<file path="src/rtl/id_ex_stage_pkg.sv">
// Shared types and constants for the ID/EX pipeline register and its operand forwarding.
package id_ex_stage_pkg;

   localparam int unsigned XLEN       = 32;
   localparam int unsigned REG_ADDR_W = 5;

   typedef enum logic [1:0] {
      FWD_ZERO,
      FWD_MEM,
      FWD_WB,
      FWD_RF
   } fwd_sel_e;

   // True when a producer writing rd creates a dependency for a used, non-x0 source rs.
   function automatic logic raw_hit(input logic                  used,
                                    input logic [REG_ADDR_W-1:0] rs,
                                    input logic                  wren,
                                    input logic [REG_ADDR_W-1:0] rd);
      return used & (rs != '0) & wren & (rd == rs);
   endfunction

endpackage

</file>
<file path="src/rtl/operand_fwd_mux.sv">
// Resolves one source operand: x0, MEM-stage ALU result, WB result, or register file.
module operand_fwd_mux
   import id_ex_stage_pkg::*;
#(
   parameter int unsigned Width = XLEN
) (
   input  logic [REG_ADDR_W-1:0] rs_addr_i,
   input  logic [Width-1:0]      rf_data_i,
   input  logic [REG_ADDR_W-1:0] mem_rd_addr_i,
   input  logic                  mem_rd_wren_i,
   input  logic                  mem_is_load_i,
   input  logic [Width-1:0]      mem_rd_data_i,
   input  logic [REG_ADDR_W-1:0] wb_rd_addr_i,
   input  logic                  wb_rd_wren_i,
   input  logic [Width-1:0]      wb_rd_data_i,
   output logic [Width-1:0]      operand_o
);

   fwd_sel_e sel;

   // A load in MEM has no data yet; the hazard logic stalls instead of forwarding it.
   always_comb begin
      sel = FWD_RF;
      if (rs_addr_i == '0) begin
         sel = FWD_ZERO;
      end else if (mem_rd_wren_i && !mem_is_load_i && (mem_rd_addr_i == rs_addr_i)) begin
         sel = FWD_MEM;
      end else if (wb_rd_wren_i && (wb_rd_addr_i == rs_addr_i)) begin
         sel = FWD_WB;
      end
   end

   always_comb begin
      operand_o = rf_data_i;
      unique case (sel)
         FWD_ZERO: operand_o = '0;
         FWD_MEM:  operand_o = mem_rd_data_i;
         FWD_WB:   operand_o = wb_rd_data_i;
         FWD_RF:   operand_o = rf_data_i;
      endcase
   end

endmodule

</file>
<file path="src/rtl/id_ex_stage.sv">
// ID/EX pipeline register with operand forwarding, RAW/load-use stall and flush.
module id_ex_stage
   import id_ex_stage_pkg::*;
#(
   parameter int unsigned XLEN  = 32,
   parameter int unsigned CTRLW = 16
) (
   input  logic                  i_clk,
   input  logic                  i_reset_n,
   input  logic                  i_id_valid,
   output logic                  o_id_ready,
   input  logic [XLEN-1:0]       i_id_pc,
   input  logic [CTRLW-1:0]      i_id_ctrl,
   input  logic [REG_ADDR_W-1:0] i_rs1_addr,
   input  logic [REG_ADDR_W-1:0] i_rs2_addr,
   input  logic                  i_rs1_used,
   input  logic                  i_rs2_used,
   input  logic [REG_ADDR_W-1:0] i_rd_addr,
   input  logic                  i_rd_wren,
   input  logic                  i_id_is_load,
   output logic [REG_ADDR_W-1:0] o_rf_rs1_addr,
   output logic [REG_ADDR_W-1:0] o_rf_rs2_addr,
   input  logic [XLEN-1:0]       i_rf_rs1_data,
   input  logic [XLEN-1:0]       i_rf_rs2_data,
   input  logic [REG_ADDR_W-1:0] i_mem_rd_addr,
   input  logic                  i_mem_rd_wren,
   input  logic                  i_mem_is_load,
   input  logic [XLEN-1:0]       i_mem_rd_data,
   input  logic [REG_ADDR_W-1:0] i_wb_rd_addr,
   input  logic                  i_wb_rd_wren,
   input  logic [XLEN-1:0]       i_wb_rd_data,
   output logic                  o_ex_valid,
   input  logic                  i_ex_ready,
   output logic [XLEN-1:0]       o_ex_pc,
   output logic [CTRLW-1:0]      o_ex_ctrl,
   output logic [XLEN-1:0]       o_ex_rs1_data,
   output logic [XLEN-1:0]       o_ex_rs2_data,
   output logic [REG_ADDR_W-1:0] o_ex_rd_addr,
   output logic                  o_ex_rd_wren,
   output logic                  o_ex_is_load,
   input  logic                  i_flush,
   output logic                  o_hazard_stall
);

   logic                  ex_valid_q, ex_valid_d;
   logic [XLEN-1:0]       ex_pc_q, ex_pc_d;
   logic [CTRLW-1:0]      ex_ctrl_q, ex_ctrl_d;
   logic [XLEN-1:0]       ex_rs1_q, ex_rs1_d;
   logic [XLEN-1:0]       ex_rs2_q, ex_rs2_d;
   logic [REG_ADDR_W-1:0] ex_rd_addr_q, ex_rd_addr_d;
   logic                  ex_rd_wren_q, ex_rd_wren_d;
   logic                  ex_is_load_q, ex_is_load_d;

   logic [XLEN-1:0] rs1_fwd, rs2_fwd;
   logic            hazard, ex_free, accept;

   assign o_rf_rs1_addr = i_rs1_addr;
   assign o_rf_rs2_addr = i_rs2_addr;

   operand_fwd_mux #(.Width(XLEN)) u_fwd_rs1 (
      .rs_addr_i     (i_rs1_addr),
      .rf_data_i     (i_rf_rs1_data),
      .mem_rd_addr_i (i_mem_rd_addr),
      .mem_rd_wren_i (i_mem_rd_wren),
      .mem_is_load_i (i_mem_is_load),
      .mem_rd_data_i (i_mem_rd_data),
      .wb_rd_addr_i  (i_wb_rd_addr),
      .wb_rd_wren_i  (i_wb_rd_wren),
      .wb_rd_data_i  (i_wb_rd_data),
      .operand_o     (rs1_fwd)
   );

   operand_fwd_mux #(.Width(XLEN)) u_fwd_rs2 (
      .rs_addr_i     (i_rs2_addr),
      .rf_data_i     (i_rf_rs2_data),
      .mem_rd_addr_i (i_mem_rd_addr),
      .mem_rd_wren_i (i_mem_rd_wren),
      .mem_is_load_i (i_mem_is_load),
      .mem_rd_data_i (i_mem_rd_data),
      .wb_rd_addr_i  (i_wb_rd_addr),
      .wb_rd_wren_i  (i_wb_rd_wren),
      .wb_rd_data_i  (i_wb_rd_data),
      .operand_o     (rs2_fwd)
   );

   // EX producer stalls one cycle; a load stalls again while it sits in MEM.
   always_comb begin
      hazard = raw_hit(i_rs1_used, i_rs1_addr, ex_valid_q & ex_rd_wren_q, ex_rd_addr_q)
             | raw_hit(i_rs2_used, i_rs2_addr, ex_valid_q & ex_rd_wren_q, ex_rd_addr_q)
             | raw_hit(i_rs1_used, i_rs1_addr, i_mem_rd_wren & i_mem_is_load, i_mem_rd_addr)
             | raw_hit(i_rs2_used, i_rs2_addr, i_mem_rd_wren & i_mem_is_load, i_mem_rd_addr);
   end

   assign ex_free        = !ex_valid_q || i_ex_ready;
   assign o_id_ready     = !hazard && !i_flush && ex_free;
   assign accept         = i_id_valid && o_id_ready;
   assign o_hazard_stall = i_id_valid && hazard;

   always_comb begin
      ex_valid_d   = ex_valid_q;
      ex_pc_d      = ex_pc_q;
      ex_ctrl_d    = ex_ctrl_q;
      ex_rs1_d     = ex_rs1_q;
      ex_rs2_d     = ex_rs2_q;
      ex_rd_addr_d = ex_rd_addr_q;
      ex_rd_wren_d = ex_rd_wren_q;
      ex_is_load_d = ex_is_load_q;
      if (i_flush || (ex_free && !accept)) begin
         ex_valid_d   = 1'b0;
         ex_rd_wren_d = 1'b0;
         ex_is_load_d = 1'b0;
      end else if (accept) begin
         ex_valid_d   = 1'b1;
         ex_pc_d      = i_id_pc;
         ex_ctrl_d    = i_id_ctrl;
         ex_rs1_d     = rs1_fwd;
         ex_rs2_d     = rs2_fwd;
         ex_rd_addr_d = i_rd_addr;
         ex_rd_wren_d = i_rd_wren;
         ex_is_load_d = i_id_is_load;
      end
   end

   always_ff @(posedge i_clk or negedge i_reset_n) begin
      if (!i_reset_n) begin
         ex_valid_q   <= 1'b0;
         ex_pc_q      <= '0;
         ex_ctrl_q    <= '0;
         ex_rs1_q     <= '0;
         ex_rs2_q     <= '0;
         ex_rd_addr_q <= '0;
         ex_rd_wren_q <= 1'b0;
         ex_is_load_q <= 1'b0;
      end else begin
         ex_valid_q   <= ex_valid_d;
         ex_pc_q      <= ex_pc_d;
         ex_ctrl_q    <= ex_ctrl_d;
         ex_rs1_q     <= ex_rs1_d;
         ex_rs2_q     <= ex_rs2_d;
         ex_rd_addr_q <= ex_rd_addr_d;
         ex_rd_wren_q <= ex_rd_wren_d;
         ex_is_load_q <= ex_is_load_d;
      end
   end

   assign o_ex_valid    = ex_valid_q;
   assign o_ex_pc       = ex_pc_q;
   assign o_ex_ctrl     = ex_ctrl_q;
   assign o_ex_rs1_data = ex_rs1_q;
   assign o_ex_rs2_data = ex_rs2_q;
   assign o_ex_rd_addr  = ex_rd_addr_q;
   assign o_ex_rd_wren  = ex_rd_wren_q;
   assign o_ex_is_load  = ex_is_load_q;

endmodule
</file>
<file path="config.mk">
export PLATFORM = sky130hd
export DESIGN_NAME = id_ex_stage
export DESIGN_NICKNAME = d
export VERILOG_FILES = /design/src/rtl/id_ex_stage_pkg.sv /design/src/rtl/operand_fwd_mux.sv /design/src/rtl/id_ex_stage.sv
export SDC_FILE = /design/constraint.sdc
export NUM_CORES = 1
export LEC_CHECK = 0
export ABC_AREA = 1
export CAP_MARGIN = 20
export CORE_MARGIN = 2
export CORE_UTILIZATION = 30
export CTS_CLUSTER_SIZE = 24
export DETAILED_ROUTE_END_ITERATION = 12
export DONT_BUFFER_PORTS = 1
export SYNTH_ARGS = -nofsm -noshare
export SYNTH_HDL_FRONTEND = slang
export SYNTH_SLANG_ARGS = --single-unit
</file>
<file path="constraint.sdc">
create_clock -name i_clk -period 1.55 [get_ports i_clk]
set_input_delay 0.2325 -clock i_clk [delete_from_list [all_inputs] [get_ports i_clk]]
set_output_delay 0.2325 -clock i_clk [all_outputs]
set_load 0.1 [all_outputs]
</file>
* Yosys cells after proc, flatten, opt, wreduce, memory -nomap -nowiden
Cells that the tools add are included.
** Storage, ports and cells
- Input port bits :: 213
- Logic and storage cells :: 75
- Output and inout bits :: 132
- Register bits :: 120
** Cells by class
- Reductions and logical operators :: 25
- Equality and inequality tests :: 12
- Multiplexer cells :: 14
- Bitwise operators :: 16
** Operators by type and width (number)
- 32-bit case mux with 4 select lines :: 2
- 5-bit == test :: 6
- 1-bit bitwise AND :: 12
- 1-bit logical AND :: 10
- 5-bit logical NOT :: 2
- 5-bit nonzero test :: 2
- 2-bit == test (second input constant) :: 4
- 1-bit 2-to-1 mux :: 8
- 2-bit 2-to-1 mux :: 4
- 1-bit logical NOT :: 5
- 2-bit by 1-bit == test with 1-bit output (second input constant) :: 2
- 2-bit logical NOT :: 2
- 1-bit OR :: 3
- 1-bit logical OR :: 2
- 2-bit AND reduction :: 1
- 2-bit nonzero test :: 1
- 1-bit inverter :: 1

* Longest topological paths before layout
Gate-level depths: netlist of the first run.
- Depth in word-level cells :: 16
- Gate-level depth with buffers :: 14
- Mapped depth without buffers :: 12

* By module
From an unflattened synthesis of the first run, not the netlist that was laid out.
** Unflattened totals
- Cell total of the unflattened synthesis :: 1060
- Area, all modules :: 7594.8 µm²
** By module, submodules not included
- id_ex_stage :: area each 5347.6 µm², times used 1, cells an instance 638, seq. area each 3002.9 µm²
- operand_fwd_mux :: area each 1123.6 µm², times used 2, cells an instance 211, seq. area each 0.0 µm²

* Least setup slack after synthesis of the first run
No wires, ideal clock.
- Path type :: flip-flop to output port
- From :: reg ex_rd_addr_q[3], in the netlist o_ex_rd_addr[3]
- To :: out o_hazard_stall
- Setup slack :: -1613 ps
- Required time :: 1317 ps
- Arrival :: 2931 ps
- Cell stages (with the launch flop) :: 10
- Buffers on the path :: 0
- Path through :: dfrtp_1 inv_1 nand2_1 nand2_1 nor2_1 nand3_1 nor2_1 nor2_2 and2_1 nor2_1
** On the way
- Longest elaborated chain between the ends :: 6
- Elaborated cells on any way between the ends :: 8
- Those cells by class :: 2 x eq/ne; 5 x bitwise; 1 x reduce/logical
** Ends and longest elaborated chain
- start, declared :: line id_ex_stage.sv:50 : logic [REG_ADDR_W-1:0] ex_rd_addr_q, ex_rd_addr_d;
- start signal, assigned :: line id_ex_stage.sv:140 : ex_rd_addr_q <= ex_rd_addr_d;
- 5-bit == test :: line id_ex_stage_pkg.sv:19 : return used & (rs != '0) & wren & (rd == rs);
- 1-bit bitwise AND :: line id_ex_stage_pkg.sv:19
- 1-bit OR * :: line id_ex_stage.sv:89 : | raw_hit(i_rs2_used, i_rs2_addr, ex_valid_q & ex_rd_wren_q, ex_rd_addr_q)
- 1-bit OR * :: line id_ex_stage.sv:90 : | raw_hit(i_rs1_used, i_rs1_addr, i_mem_rd_wren & i_mem_is_load, i_mem_rd_addr)
- 1-bit OR * :: line id_ex_stage.sv:91 : | raw_hit(i_rs2_used, i_rs2_addr, i_mem_rd_wren & i_mem_is_load, i_mem_rd_addr);
- 1-bit logical AND * :: line id_ex_stage.sv:97 : assign o_hazard_stall = i_id_valid && hazard;
- end, declared :: line id_ex_stage.sv:42 : output logic o_hazard_stall
Every way passes the cells marked *; elsewhere a longest branch is shown, timed or not.

* Worst setup path in the final report of the first run
- From :: reg ex_rd_addr_q[0], in the netlist o_ex_rd_addr[0]
- To :: out o_hazard_stall
The elaborated chain is that of the path after synthesis.

==> results.md, run 1 <==
STA:
- The final number of hold-violating endpoints is 120.
- The final hold slack is -0.4863 ns.
- The upper clock frequency limit is 0.4552 GHz.
- The setup clock skew after layout is around 0.011 ns.
- Setup repair after global routing could not meet its margin everywhere.
- Setup violations remaining at the end of the flow were counted as roughly 120.
- The worst path in the final design needs a cycle of between 2 and 2.5 ns, including I/O delays and setup.
- The pin slew with the least headroom to its limit is 0.5478 ns.
- The worst slew margin relative to its limit is between 60% and 70%.
- The final total negative setup slack is -65.26 ns.
- The setup slack after layout is -0.6469 ns.
- The share of the clock period used by the worst path after layout is 141.7%.
- The max-slew violation total from the final report came to 0.

Synth:
- The count of different cell masters after synthesis is 22.
- The synthesized design spends more area on one cell type than any other, namely sky130_fd_sc_hd__dfrtp_1.
- In the synthesized netlist, the cells that appear most often are 474 x sky130_fd_sc_hd__nand2_1, 130 x sky130_fd_sc_hd__nand4_1, 120 x sky130_fd_sc_hd__dfrtp_1, 74 x sky130_fd_sc_hd__nand3_1, 30 x sky130_fd_sc_hd__buf_2.
- Counting every instance in the synthesized netlist gives about 960.
- The synthesized area per cell is between 7 and 8 µm².
- After synthesis the cells add up to 6838 µm².
- The number of nets in the synthesized netlist is between 1,000 and 1,500.
- The count of flip-flops with a built-in enable after synthesis is 0.
- In the post-synthesis netlist, the biggest area contributors are sky130_fd_sc_hd__dfrtp_1 44%, sky130_fd_sc_hd__nand2_1 26%, sky130_fd_sc_hd__nand4_1 12%.
- Yosys instantiated no cell more often than sky130_fd_sc_hd__nand2_1.
- After synthesis the netlist holds a flip-flop and latch count of 120.
- The share of synthesized flip-flops with an asynchronous set or reset is 100.0%.
- The Yosys step of the flow raised 0 warnings.
- Summed over its instances, the top area cell type makes up a little over two fifths of the synthesized netlist area.
- The most used flip-flop cell after synthesis is sky130_fd_sc_hd__dfrtp_1.
- Sequential cells were found to cover 43.92% of the synthesized design area.

Clock network:
- Counting every sink on the clock net gives 120.
- Counting the buffers created by CTS gives 17.
- The later pin in the worst-skew pair is clocked with a latency of about 0.41 ns.
- The buffer cell driving the clock tree root is sky130_fd_sc_hd__clkbuf_16.
- The register clock-pin slew on the reported worst setup and hold paths is 0.07 ns.
- After clock tree synthesis, the flow added hold-fix buffers numbering 57.
- The maximum count of clock buffers along a single path is 2.
- In this run the number of H-tree levels came out at 4.
- TritonCTS built the clock tree.

Setup path:
- The critical path in this run is classified as flip-flop to output port.
- The worst setup path is captured at an output port.
- Of all nets on the critical path, the largest fanout is 4.
- The data arrival at the endpoint of the critical path is 1.96 ns.
- STA classifies the critical path startpoint as a flip-flop.
- STA puts the critical path data required time at 1.32 ns.
- For the worst flop-to-flop path, the logic depth is 15.

Drt:
- The detailed-route wire length is 31,900 µm.
- The count of antenna-violating nets left after detailed routing is 0.
- The average wire length per cell after detail routing is between 20 and 25 µm.
- In this run, the number of DRC markers left after iteration 0 of detailed routing was roughly 650.
- The detailed-router iteration count before antenna repair is 8.
- The count of unresolved DRC violations after routing is 0.
- The routed layout has slightly below 8,000 vias.
- Using the TritonRoute via totals, the vias-per-cell ratio works out to approximately 5.3.

Floorplanning:
- Measured along the x axis, the die boundary spans ~150 µm.
- Pin placement for this block handled between 300 and 400 I/O pins.
- The floorplan has 55 rows.
- The area of the die is between 20,000 and 25,000 µm².
- The die height is 155.0 µm.
- The effective utilization at floorplan is 30.39%.
- The core region is around 23,000 µm².

Cells and area:
- In the final layout, the multi-input gates occupy between 4000 and 5000 µm².
- The non-filler instance count after layout is approximately 1,500.
- The fraction of final layout cells sized beyond drive strength 1 is between 40% and 50%.
- The sequential cell area in the final layout is a little over 3000 µm².
- The net count of the finished layout is around 1,400.
- The antenna diode instance count is 0.
- The area added between synthesis and finish is 63.13%.
- The number of filler instances in the final layout is ~2,100.

Placed design:
- In this run, placement finished with an instance count of about 1,300.
- Routability-driven placement finished with a final weighted congestion of 0.8768.
- The count of buffers from port buffering is 0.
- The half-perimeter wire length of the detailed placement result is 19,050 µm.

Global route:
- The total global routing track utilization is about a quarter.
- The first global-routing pass estimated approximately 46,000 µm of wire.
- The number of global-route vias before repair came to roughly 7,600.
- The total overflow reported by the global router is 0.
- The initial antenna violation count is 0.
- The maximum number of pins on one net before global-route repair is 121.

Power and ir drop:
- In this run the static leakage power is approximately 5.6 nW.
- The worst IR drop on VDD is between 0.0008 and 0.0009 V.
- Power spread over the standard cell area amounts to 1269 nW/µm².

Flow run:
- The max-capacitance violation count is 0.

Worst hold path:
- The path class of the tightest hold or removal check is input port to asynchronous set/reset pin.

Outcome:
- The final reports fail on negative hold slack, negative setup slack.
- The flow ran to the end, but the final reports show violations.
-- cells by family (layout without fill, tap and decap cells) --
logic type             after synthesis  count (layout)  share of synthesized area (%)
AND/OR/NAND/NOR                    707             707                          45.20
flip-flops                         120             120                          43.92
XOR/XNOR                            13              13                          1.665
AO/OA/AOI/OAI                        7               7                         0.5490
buffers and inverters              108             320                          8.673
-- path summary, 6_finish.rpt --
path / start / end / slack (ns)
max: o_ex_rd_addr[0] / o_hazard_stall / -0.65
min: i_reset_n / o_ex_rs2_data[30] / -0.49
max reg2reg: o_ex_rd_addr[0] / o_ex_rs2_data[27] / -0.64
min reg2reg: o_ex_rs1_data[3] / o_ex_rs1_data[3] / 0.49
max in group asynchronous: i_reset_n / o_ex_rd_addr[1] / 1.70
min in group i_clk: i_mem_rd_data[19] / o_ex_rs1_data[19] / 0.06
-- sequential cells by signal, summed over array words and instances (netlist names) --
name / count
o_ex_pc: 32
o_ex_rs1_data: 32
o_ex_rs2_data: 32
o_ex_ctrl: 16
o_ex_rd_addr: 5
o_ex_is_load: 1
o_ex_rd_wren: 1
o_ex_valid: 1
-- per-layer routing --
metal  up-vias  GRT usage, %  wire (µm)  part of all wire [%]
li1       3545             -          -                     -
met1      3747         29.71      12100                    38
met2       423         44.15      16220                    51
met3        51         7.883       2868                   9.0
met4         0         6.922        717                   2.2
met5         -             0          0                     0
-- stage by stage --
stage                     area (µm²)  power, mW  hold slack, ns  setup WS, ns  utilization, %
after floorplan                 6898      8.330        -0.06309       -0.4605               -
after detailed placement        8234      9.343        -0.05886       -0.3168           36.59
final                          11150      14.15         -0.4863       -0.6469           49.57
after global placement          8234      9.306        -0.05842       -0.2738           36.59
after CTS                      10460      13.93         -0.5055       -0.5872           46.48
after global routing           11150      14.65         -0.5151       -0.7176           49.57
-- power by group --
part	total, mW	switching [mW]	internal, mW
logic	6.07	4.57	1.50
registers	4.12	0.514	3.61
clock network	3.96	1.67	2.29
-- cell type report --
class / instances / area share, %
clock buffers: 18 / 3.937
clock inverters: 14 / 1.234
inverters: 26 / 0.9535
multi-input cells: 727 / 35.98
flip-flops and latches: 120 / 27.22
well taps: 285 / 3.197
repair buffers: 262 / 27.47
-- repair_timing --
| item | in CTS | in global routing |
|---|---|---|
| pin swaps | 37 | 43 |
| endpoints found under the setup margin | 132 | 122 |
| hold endpoints to repair | 176 | 120 |
| resized for setup | 79 | 232 |
| cloned | 24 | 4 |
| buffers inserted | 23 | 9 |
-- critical path: stages, from the launching register on --
cell                      delay, ns
sky130_fd_sc_hd__dfrtp_4       0.52
sky130_fd_sc_hd__nand2_2       0.08
sky130_fd_sc_hd__nand2_2       0.06
sky130_fd_sc_hd__nor2_2        0.13
sky130_fd_sc_hd__nand3_2       0.10
sky130_fd_sc_hd__nor2_2        0.14
sky130_fd_sc_hd__nor2_2        0.07
sky130_fd_sc_hd__and2_4        0.15
sky130_fd_sc_hd__nor2_4        0.13
sky130_fd_sc_hd__buf_12        0.18
-- cells in the final DEF, fill, tap and decap left out, types with 5 or more instances in the layout --
| cell type | instances |
|---|---|
| sky130_fd_sc_hd__clkbuf_16 | 21 |
| sky130_fd_sc_hd__inv_6 | 5 |
| sky130_fd_sc_hd__nor2_4 | 8 |
| sky130_fd_sc_hd__dfrtp_1 | 103 |
| sky130_fd_sc_hd__buf_16 | 16 |
| sky130_fd_sc_hd__inv_2 | 8 |
| sky130_fd_sc_hd__buf_6 | 9 |
| sky130_fd_sc_hd__dfrtp_4 | 5 |
| sky130_fd_sc_hd__nand2_1 | 286 |
| sky130_fd_sc_hd__buf_12 | 36 |
| sky130_fd_sc_hd__xor2_1 | 7 |
| sky130_fd_sc_hd__xnor2_1 | 6 |
| sky130_fd_sc_hd__nand4_1 | 130 |
| sky130_fd_sc_hd__buf_4 | 134 |
| sky130_fd_sc_hd__nor2_2 | 5 |
| sky130_fd_sc_hd__nand2_2 | 153 |
| sky130_fd_sc_hd__inv_1 | 15 |
| sky130_fd_sc_hd__dlygate4sd3_1 | 57 |
| sky130_fd_sc_hd__nand2_4 | 35 |
| sky130_fd_sc_hd__nand3_1 | 67 |
| sky130_fd_sc_hd__dfrtp_2 | 12 |
| sky130_fd_sc_hd__nor2_1 | 13 |
| sky130_fd_sc_hd__nand3_2 | 5 |
(Power assumes the default switching activity.)
==> inputs of run 2 (changes only) <==
--- a/config.mk
+++ b/config.mk
@@ -8,9 +8,12 @@
 export ABC_AREA = 1
 export CAP_MARGIN = 20
+export CELL_PAD_IN_SITES_DETAIL_PLACEMENT = 1
+export CELL_PAD_IN_SITES_GLOBAL_PLACEMENT = 1
 export CORE_MARGIN = 2
-export CORE_UTILIZATION = 30
+export CORE_UTILIZATION = 35
 export CTS_CLUSTER_SIZE = 24
 export DETAILED_ROUTE_END_ITERATION = 12
 export DONT_BUFFER_PORTS = 1
+export PLACE_DENSITY_LB_ADDON = 0.1
 export SYNTH_ARGS = -nofsm -noshare
 export SYNTH_HDL_FRONTEND = slang
==> constraint.sdc (replaced) <==
create_clock -name i_clk -period 1.55 [get_ports i_clk]
set_input_delay 0.2325 -clock i_clk [delete_from_list [all_inputs] [get_ports i_clk]]
set_output_delay 0.2325 -clock i_clk [all_outputs]
set_load 0.01 [all_outputs]
==> run 2 against run 1 <==
Against the previous run:
- the run still ends with negative hold slack, negative setup slack left
- largest power group is now sequential cells
- largest cell class unchanged
- clock skew fell by 0.0040 ns
- sequential power up 4%
- critical path type is now flip-flop to flip-flop
- worst hold slack worse by 0.0090 ns
==> results.md, run 2 (synthesized netlist as in run 1, its figures left out) <==
Clock network:
- The clock tree from TritonCTS is done (unchanged).
- The number of clock buffers inserted by TritonCTS is 17 (unchanged).
- The buffer cell driving the clock tree root was sky130_fd_sc_hd__clkbuf_16 (unchanged).
- The register clock-pin slew on the reported worst setup and hold paths is 0.06 ns (was 0.07 ns).
- The number of clock sinks seen by CTS is 120 (unchanged).
- The hold-fix buffer count after cts is 57 (unchanged).
- The maximum count of clock buffers along a single path is 2 (unchanged).
- The clock latency reported for the late side of the worst-skew pair was 0.42 ns (was 0.41 ns).
- The H-tree depth is 4 (unchanged).

Cells and area:
- The non-filler instance count after layout came to 1,313 (was 1,452).
- Top library cells by usage in the layout, fill and taps aside: 395 x sky130_fd_sc_hd__nand2_1, 130 x sky130_fd_sc_hd__nand4_1, 120 x sky130_fd_sc_hd__dfrtp_1, 77 x sky130_fd_sc_hd__nand2_2, 69 x sky130_fd_sc_hd__nand3_1 (was 286 x sky130_fd_sc_hd__nand2_1, 153 x sky130_fd_sc_hd__nand2_2, 134 x sky130_fd_sc_hd__buf_4, 130 x sky130_fd_sc_hd__nand4_1, 103 x sky130_fd_sc_hd__dfrtp_1).
- The fraction of final layout cells sized beyond drive strength 1 was 21.39% (was 40.79%).
- The area added between synthesis and finish is 38.43% (was 63.13%).
- The most common cell after layout, fill and taps aside is sky130_fd_sc_hd__nand2_1 (unchanged).
- The number of filler instances in the final layout is 2,312 (was 2,095).
- The total number of nets in the final design is 1,247 (was 1,367).

Floorplanning:
- The die height came to 143.8 µm (was 155.0 µm).
- The placeable core region is 19,330 µm² (was 22,500 µm²).
- The area of the die is 20,670 µm² (was 24,020 µm²).
- The total number of placement rows was 51 (was 55).
- The top-level port count is 345 (unchanged).
- The x dimension of the die was 143.8 µm (was 155.0 µm).
- The effective utilization at floorplan is 35.37% (was 30.39%).

Global route:
- The initial antenna violation count was 1 (was 0).
- The total global routing track utilization was 30.33% (was 25.16%).
- The first-pass GRT wire length is 46,840 µm (was 45,830 µm).
- The number of global-route vias before repair is 7,851 (was 7,609).
- The maximum number of pins on one net before global-route repair came to 121 (unchanged).
- The total overflow reported by the global router is 0 (unchanged).

Drt:
- The detailed-route wire length was 32,720 µm (was 31,900 µm).
- The initial DRC count is 417 (was 647).
- The detailed-router iteration count before antenna repair is 6 (was 8).
- The vias per cell came to 5.634 (was 5.348).
- The count of unresolved DRC violations after routing is 0 (unchanged).
- The count of antenna-violating nets left after detailed routing is 0 (unchanged).
- The average wire length per cell after detail routing is 24.92 µm (was 21.97 µm).
- The detailed-route via count was 7,397 (was 7,766).

STA:
- The final total negative setup slack is -52.16 ns (was -65.26 ns).
- The total setup violations reported at the end of the flow is 122 (unchanged).
- The max-slew violation total from the final report is 0 (unchanged).
- The clock period minus final worst setup slack is 2.015 ns (was 2.197 ns).
- The pin slew with the least headroom to its limit is 0.4437 ns (was 0.5478 ns).
- The share of the clock period used by the worst path after layout is 130.0% (was 141.7%).
- The final number of hold-violating endpoints is 120 (unchanged).
- The setup clock skew after layout is 0.007485 ns (was 0.01148 ns).
- Setup repair after global routing missed its margin: yes (unchanged).
- The worst slew margin relative to its limit was 70.42% (was 63.48%).
- The upper clock frequency limit is 0.4963 GHz (was 0.4552 GHz).
- The final hold slack was -0.4953 ns (was -0.4863 ns).
- The setup slack after layout is -0.4648 ns (was -0.6469 ns).

Outcome:
- Violated checks: negative hold slack, negative setup slack (unchanged).
- Status: complete, but fails checks (unchanged).

Setup path:
- The worst endpoint required time is 1.90 ns (was 1.32 ns).
- The largest fanout on the critical path is 9 (was 4).
- The critical register-to-register path startpoint is o_ex_rd_addr[1] (was o_ex_rd_addr[0]).
- The setup slack on the worst flop-to-flop path was -0.46 ns (was -0.64 ns).
- The endpoint class of the critical path is a flip-flop (was output port).
- The logic depth of the worst register-to-register path is 13 (was 15).
- The element type at the critical path start is a flip-flop (unchanged).
- The path type of the worst setup path is flip-flop to flip-flop (was flip-flop to output port).
- The data arrival at the endpoint of the critical path was 2.37 ns (was 1.96 ns).
- The endpoint of the worst-slack reg-to-reg timing path is o_ex_pc[0] (was o_ex_rs2_data[27]).

Placed design:
- The number of cells after detailed placement came to 1,183 (was 1,314).
- The count of buffers from port buffering was 0 (unchanged).
- The placer's final routability congestion estimate is 0.8924 (was 0.8768).
- The half-perimeter wire length of the detailed placement result came to 20,080 µm (was 19,050 µm).

Worst hold path:
- The classification of the worst-slack hold path is input port to asynchronous set/reset pin (unchanged).

Flow run:
- The max-capacitance violation count is 0 (unchanged).

Power and ir drop:
- The worst IR drop on VDD is 0.0007740 V (was 0.0008282 V).
- The leakage power total is 4.635 nW (was 5.554 nW).
- The power per cell area is 1033 nW/µm² (was 1269 nW/µm²).
-- run 2: final cells by class --
cell class              count  area, µm²  share of cell area, %
multi-input cells         727       3533                  37.33
flip-flops and latches    120       3003                  31.73
repair buffers            142       1951                  20.61
clock buffers              18      429.2                  4.534
well taps                 265      331.6                  3.503
clock inverters            14      115.1                  1.216
inverters                  26      100.1                  1.058
diodes                      1      2.502                0.02644
-- run 2: power breakdown --
part           internal (mW)  total, mW  switching [mW]
Clock                   2.08       3.77            1.69
Combinational          0.858       1.72           0.864
Sequential              3.60       4.28           0.685
-- run 2: worst max-delay path by stage --
| stage | endpoint | slack [ns] | cells past startpoint | from |
|---|---|---|---|---|
| 3_5_place_dp | o_ex_rd_addr[2] | -0.28 | 12 | o_ex_rd_addr[2] |
| 4_1_cts | o_hazard_stall | -0.42 | 9 | o_ex_rd_addr[2] |
| 3_3_place_gp | o_ex_rd_addr[2] | -0.23 | 12 | o_ex_rd_addr[2] |
| 6_report | o_ex_pc[0] | -0.46 | 13 | o_ex_rd_addr[1] |
| 5_1_grt | o_ex_rd_addr[2] | -0.56 | 11 | o_ex_rd_addr[1] |
| 2_1_floorplan | o_ex_rs1_data[0] | -0.01 | 13 | o_ex_rd_addr[3] |
-- run 2: metal layers --
| metal | part of all wire (%) | up-vias | global-route usage (%) |
|---|---|---|---|
| met5 | 0 | - | 0 |
| li1 | - | 3303 | - |
| met2 | 50 | 319 | 52.96 |
| met1 | 38 | 3727 | 34.32 |
| met3 | 9.5 | 48 | 10.90 |
| met4 | 2.2 | 0 | 10.22 |
-- run 2: worst max-delay path, stage by stage (launching register included) --
cell and delay [ns]:
sky130_fd_sc_hd__dfrtp_1 0.43, sky130_fd_sc_hd__xor2_1 0.17, sky130_fd_sc_hd__nor2_1 0.07, sky130_fd_sc_hd__nand3_1 0.10
sky130_fd_sc_hd__nor2_2 0.06, sky130_fd_sc_hd__nor2_4 0.14, sky130_fd_sc_hd__nand3_2 0.12, sky130_fd_sc_hd__buf_6 0.14
sky130_fd_sc_hd__nor2_4 0.12, sky130_fd_sc_hd__buf_12 0.17, sky130_fd_sc_hd__clkbuf_16 0.18, sky130_fd_sc_hd__clkbuf_16 0.15
sky130_fd_sc_hd__nand2_1 0.05, sky130_fd_sc_hd__nand2_1 0.06
-- run 2: stage by stage --
| step | total power, mW | setup slack (ns) | utilization (%) | cell area (µm²) |
|---|---|---|---|---|
| after global placement | 5.370 | -0.2263 | 37.49 | 7249 |
| after floorplan | 4.983 | -0.01052 | - | 6845 |
| after CTS | 9.668 | -0.4214 | 47.30 | 9145 |
| after detailed placement | 5.432 | -0.2783 | 37.49 | 7249 |
| final | 9.773 | -0.4648 | 48.95 | 9465 |
| after global routing | 10.24 | -0.5624 | 48.95 | 9465 |
-- run 2: what timing repair did --
action                                 in CTS  in global routing
setup endpoints to repair                 122                122
cloned                                     14                  9
buffers inserted                           17                  3
pin swaps                                  28                 12
gates resized for setup                    63                 58
endpoints found under the hold margin     176                120
==> RTL edit 1 (flow settings as in run 2) <==
Change the parameter `CTRLW` from 16 to 17.
--- a/src/rtl/id_ex_stage.sv
+++ b/src/rtl/id_ex_stage.sv
@@ -5,3 +5,3 @@
    parameter int unsigned XLEN  = 32,
-   parameter int unsigned CTRLW = 16
+   parameter int unsigned CTRLW = 17
 ) (
Ports: changed (resized i_id_ctrl and o_ex_ctrl); port bits go from 345 to 347. The function was not compared with the original's and may differ.
==> RTL edit 1 against run 2 <==
  * The flow still finishes with violations (negative hold slack, negative setup slack)
  * Via count rose by 1.1%
  * Setup slack improved by 0.015 ns
  * Hold slack improved by 0.0062 ns
  * Global-route usage fell by 0.11 points
  * Cell area rose by 5.0%
  * Area after synthesis rose by 0.18%
  * Sequential cell count rose by 1
  * Sequential share of layout area fell by 1.3 points
  * Count of clock-buffer cells in the layout fell by 1
  * Routed wire length rose by 0.72%
  * Critical path depth fell by 3
  * Final cell count rose by 0.30%
  * Total power rose by 4.5%
  * Critical path type is now reg -> out
  * Largest cell class unchanged
==> RTL edit 1: results (changes against run 2) <==
CTS Hold Buffers Added 58 (was 57); first-pass GRT wire length 47.1 mm (was 46.8 mm); Fin. Hold Viols 121 (was 120); ranking of synthesized cells by area dfrtp_1 44%, nand2_1 26%, nand4_1 12% (unchanged); Post-synth ARST share 100% (unchanged); Worst VDD drop 0.767 mV (was 0.774 mV); Max clock buf depth 2 (unchanged); vias per cell 5.68 (was 5.63); clk_skew 0.0117 ns (was 0.00749 ns); status finished, violations left (unchanged); worst setup path end o_hazard_stall (was o_ex_pc[0]); Setup Viol. Count Final 122 (unchanged); syn nets 1178 (was 1168); Final GP Congestion 0.879 (was 0.892); Detail Placement HPWL 19.9 mm (was 20.1 mm); reg2reg end o_ex_pc[20] (was o_ex_pc[0]); pre-CTS setup slack -0.328 ns (was -0.278 ns); fillers 2226 (was 2312); worst slew pin tran 0.438 ns (was 0.444 ns); Worst Path Max Fanout 4 (was 9); Fin Hold WS -0.489 ns (was -0.495 ns); overall routed net length 33.0 mm (was 32.7 mm); Critical Path AT 1.77 ns (was 2.37 ns); gate count of the mapped netlist 964 (was 955); nets 1252 (was 1247); Synth Warn # 0 (unchanged); Starting DRT DRC Count 481 (was 417); total track usage 30.2% (was 30.3%); Distinct cells, synth 21 (was 22); Clk pin slew, worst setup/hold paths 0.07 ns; vias in the first global route 7979 (was 7851); Worst setup startpoint o_ex_rd_addr[1] (unchanged); hold crit path type in -> async (unchanged); r2r startpoint o_ex_valid (was o_ex_rd_addr[1]); via count 7478 (was 7397); Clock Latency Late Sink 0.42 ns (about the same); Root Buffer clkbuf_16 (unchanged); sequential fraction of the synthesis area 44.2% (was 43.9%); Worst Slack Setup Final -0.450 ns (was -0.465 ns); DR pass1 iterations 5 (was 6); failing checks negative hold slack, negative setup slack (unchanged); Pleak 0.00513 uW (was 0.00464 uW); IO buf count 0 (unchanged); layout cell share with drive strength beyond 1 31.9% (was 21.4%); total CTS buffers 17 (unchanged); largest net degree at the start of global routing 122 (was 121); reg-to-reg slack, setup -0.39 ns (was -0.46 ns); Synth top cells by count 480 x nand2_1, 131 x nand4_1, 121 x dfrtp_1, 73 x nand3_1, 32 x buf_2 (was 474 x nand2_1, 130 x nand4_1, 120 x dfrtp_1, 74 x nand3_1, 30 x buf_2); R2R cell count 10 (was 13)
[RTL edit 1: stage by stage]
stage	utilization (%)	hold slack [ns]	TNS [ns]	instance area (um2)
6_report	51.4	-0.489	-39.56	9940
5_1_grt	51.4	-0.512	-55.94	9940
2_1_floorplan	-	-0.0631	0	6860
3_3_place_gp	37.1	-0.0599	-21.27	7170
3_5_place_dp	37.1	-0.0601	-30.30	7170
4_1_cts	48.9	-0.506	-48.64	9450
[RTL edit 1: timing repair]
action | CTS | global route
resized for setup | 137 | 216
buffers inserted | 27 | 6
pin swaps | 11 | 48
hold endpoints to repair | 178 | 121
endpoints found under the setup margin | 123 | 123
cloned | 16 | 2
[RTL edit 1: per-layer routing]
| metal | global-route usage [%] | vias up | routed length (um) |
|---|---|---|---|
| met5 | 0 | - | 0 |
| met4 | 11.6 | 0 | 860 |
| met3 | 9.60 | 56 | 3210 |
| met2 | 51.5 | 384 | 16500 |
| met1 | 35.5 | 3716 | 12400 |
| li1 | - | 3322 | - |
[RTL edit 1: final cells by class]
class	instances	area share (%)
diodes	1	0.0252
clock buffers	17	4.28
clock inverters	15	1.55
inverters	30	1.18
multi-input cells	731	42.5
flip-flops and latches	121	30.5
well taps	265	3.34
repair buffers	137	16.7
[RTL edit 1: cells by family after synthesis]
kind of cell | share of synthesized area (%)
and+or+nand+nor | 45.4
AOI/OAI and AO/OA | 0.877
DFF | 44.2
buffers and inverters | 8.42
xor gates and xnor gates | 1.15
[RTL edit 1: where the power goes]
group          switching, uW  internal [uW]
Sequential               666           3630
Combinational           1060            845
Clock                   1730           2280
Total                   3460           6750
[RTL edit 1: worst min path at each step]
stage               slack, ns                end  depth (start not counted)       from
floorplan               -0.06       o_ex_ctrl[0]                          0  i_reset_n
global placement        -0.06  o_ex_rs2_data[23]                          0  i_reset_n
detailed placement      -0.06  o_ex_rs1_data[25]                          0  i_reset_n
CTS                     -0.51  o_ex_rs1_data[25]                          0  i_reset_n
global route            -0.51  o_ex_rs2_data[23]                          0  i_reset_n
finish                  -0.49  o_ex_rs2_data[25]                          0  i_reset_n
[RTL edit 1: critical path, stage by stage (launching register included)]
cell and delay [ns]:
dfrtp_1 0.40, inv_2 0.05, nand2_1 0.05, nand2_1 0.06, nor2_2 0.12, nand3_1 0.07
nor2_1 0.14, nor2_2 0.07, and2_1 0.16, nor2_1 0.09, buf_4 0.14
==> RTL edit 2 (settings of run 2) <==
Without the edit above. Take the reset off `ex_rs2_q` and load it in a clocked block of its own.
--- a/src/rtl/id_ex_stage.sv
+++ b/src/rtl/id_ex_stage.sv
@@ -129,3 +129,2 @@
          ex_rs1_q     <= '0;
-         ex_rs2_q     <= '0;
          ex_rd_addr_q <= '0;
@@ -138,3 +137,2 @@
          ex_rs1_q     <= ex_rs1_d;
-         ex_rs2_q     <= ex_rs2_d;
          ex_rd_addr_q <= ex_rd_addr_d;
@@ -143,2 +141,6 @@
       end
+   end
+
+   always_ff @(posedge i_clk) begin
+      ex_rs2_q <= ex_rs2_d;
    end
Behaviour: not the same (a bounded check fails within 4 cycles, from zero or initial values and one cycle with i_reset_n low).
==> RTL edit 2 against run 2 <==
  * The flow still finishes with violations (negative hold slack, negative setup slack)
  * Synthesized cell count down 11%
  * First-iteration DRC count down 3.8%
  * Area after synthesis down 4.8%
  * Sequential cell count unchanged
  * Routed wire length down 8.0%
  * Via count down 5.6%
  * Cell area down 1.2%
  * Setup slack worse by 0.089 ns
  * Largest power group unchanged
  * Sequential power down 2%
  * Clock skew up 0.0077 ns
  * Count of clock-buffer cells in the layout down 1
  * Largest cell class unchanged
  * Total power down 0.18%
==> RTL edit 2: results (changes against run 2) <==
status finished, violations left (unchanged); failing checks negative hold slack, negative setup slack (unchanged); Critical Path AT 2.41 ns (was 2.37 ns); Setup Viol. Count Final 122 (unchanged); n_diodes 0 (was 1); met1 wire length 11.2 mm (was 12.4 mm); ranking of synthesized cells by area dfrtp_1 34%, nand2_1 21%, edfxtp_1 15% (was dfrtp_1 44%, nand2_1 26%, nand4_1 12%); fillers 2086 (was 2312); largest net degree at the start of global routing 89 (was 121); Cell Area, Placed 7010 um2 (was 7250 um2); R2R cell count 17 (was 13); syn nets 1062 (was 1168); Fin Hold WS -0.492 ns (was -0.495 ns); total track usage 30.2% (was 30.3%); Logic power comb 1580 uW (was 1720 uW); gate count of the mapped netlist 849 (was 955); clk_skew 0.0152 ns (was 0.00749 ns); GR Util met3 9.44% (was 10.9%); layout cell share with drive strength beyond 1 23.2% (was 21.4%); pre-CTS setup slack -0.260 ns (was -0.278 ns); first-pass GRT wire length 45.0 mm (was 46.8 mm); Fin. Hold Viols 88 (was 120); sequential fraction of the synthesis area 48.6% (was 43.9%); via count 6983 (was 7397); Worst Slack Setup Final -0.554 ns (was -0.465 ns); initial antenna violation count 0 (was 1); Distinct cells, synth 28 (was 22); Worst VDD drop 0.788 mV (was 0.774 mV); GRT met2 Usage 51.0% (was 53.0%); Final GP Congestion 0.906 (was 0.892)
==> RTL edit 2: area by class of cell <==
cell class | count | area (um2) | area share [%]
sequential | 120 | 3160 | 33.8
multi-input combinational | 626 | 3340 | 35.7
clock inverter | 15 | 159 | 1.70
inverter | 29 | 111 | 1.19
timing repair buffer | 158 | 1870 | 20.0
tap | 229 | 287 | 3.06
clock buffer | 17 | 425 | 4.55
==> RTL edit 2: cells by family (layout without fill, tap and decap cells) <==
logic type | after synthesis | in the layout | synth area share (%)
compound gates | 13 | 13 | 1.08
buf+inv | 103 | 219 | 7.22
flops | 120 | 120 | 48.6
simple gates | 601 | 601 | 41.5
xor+xnor | 12 | 12 | 1.61
==> RTL edit 2: worst paths after layout <==
check	from	end	slack [ns]
setup / recovery	o_ex_rd_addr[1]	o_ex_pc[4]	-0.55
hold / removal	i_reset_n	o_ex_rs1_data[13]	-0.49
setup reg to reg	o_ex_rd_addr[1]	o_ex_pc[4]	-0.55
hold reg to reg	o_ex_rs1_data[13]	o_ex_rs1_data[13]	0.55
max in group asynchronous	i_reset_n	o_ex_rs1_data[31]	1.85
min in group i_clk	i_mem_rd_data[7]	o_ex_rs2_data[7]	0.02
==> RTL edit 2: critical path: stages (launching register included) <==
cell and delay, ns:
dfrtp_1 0.42, inv_1 0.06, nand2_1 0.05, nand2_1 0.07, nor2_2 0.12, nand3_1 0.09
nor2_2 0.10, nor2_2 0.06, buf_4 0.13, nand3_4 0.07, buf_6 0.10, nor2_4 0.04
buf_8 0.14, buf_12 0.14, buf_12 0.13, buf_16 0.14, nand2_2 0.07, nand2_1 0.06
==> RTL edit 2: what timing repair did <==
item	in CTS	in global routing
pin swaps	12	12
setup endpoints to repair	122	122
endpoints found under the hold margin	164	88
resized for setup	113	58
cloned	17	0
setup buffers	13	16
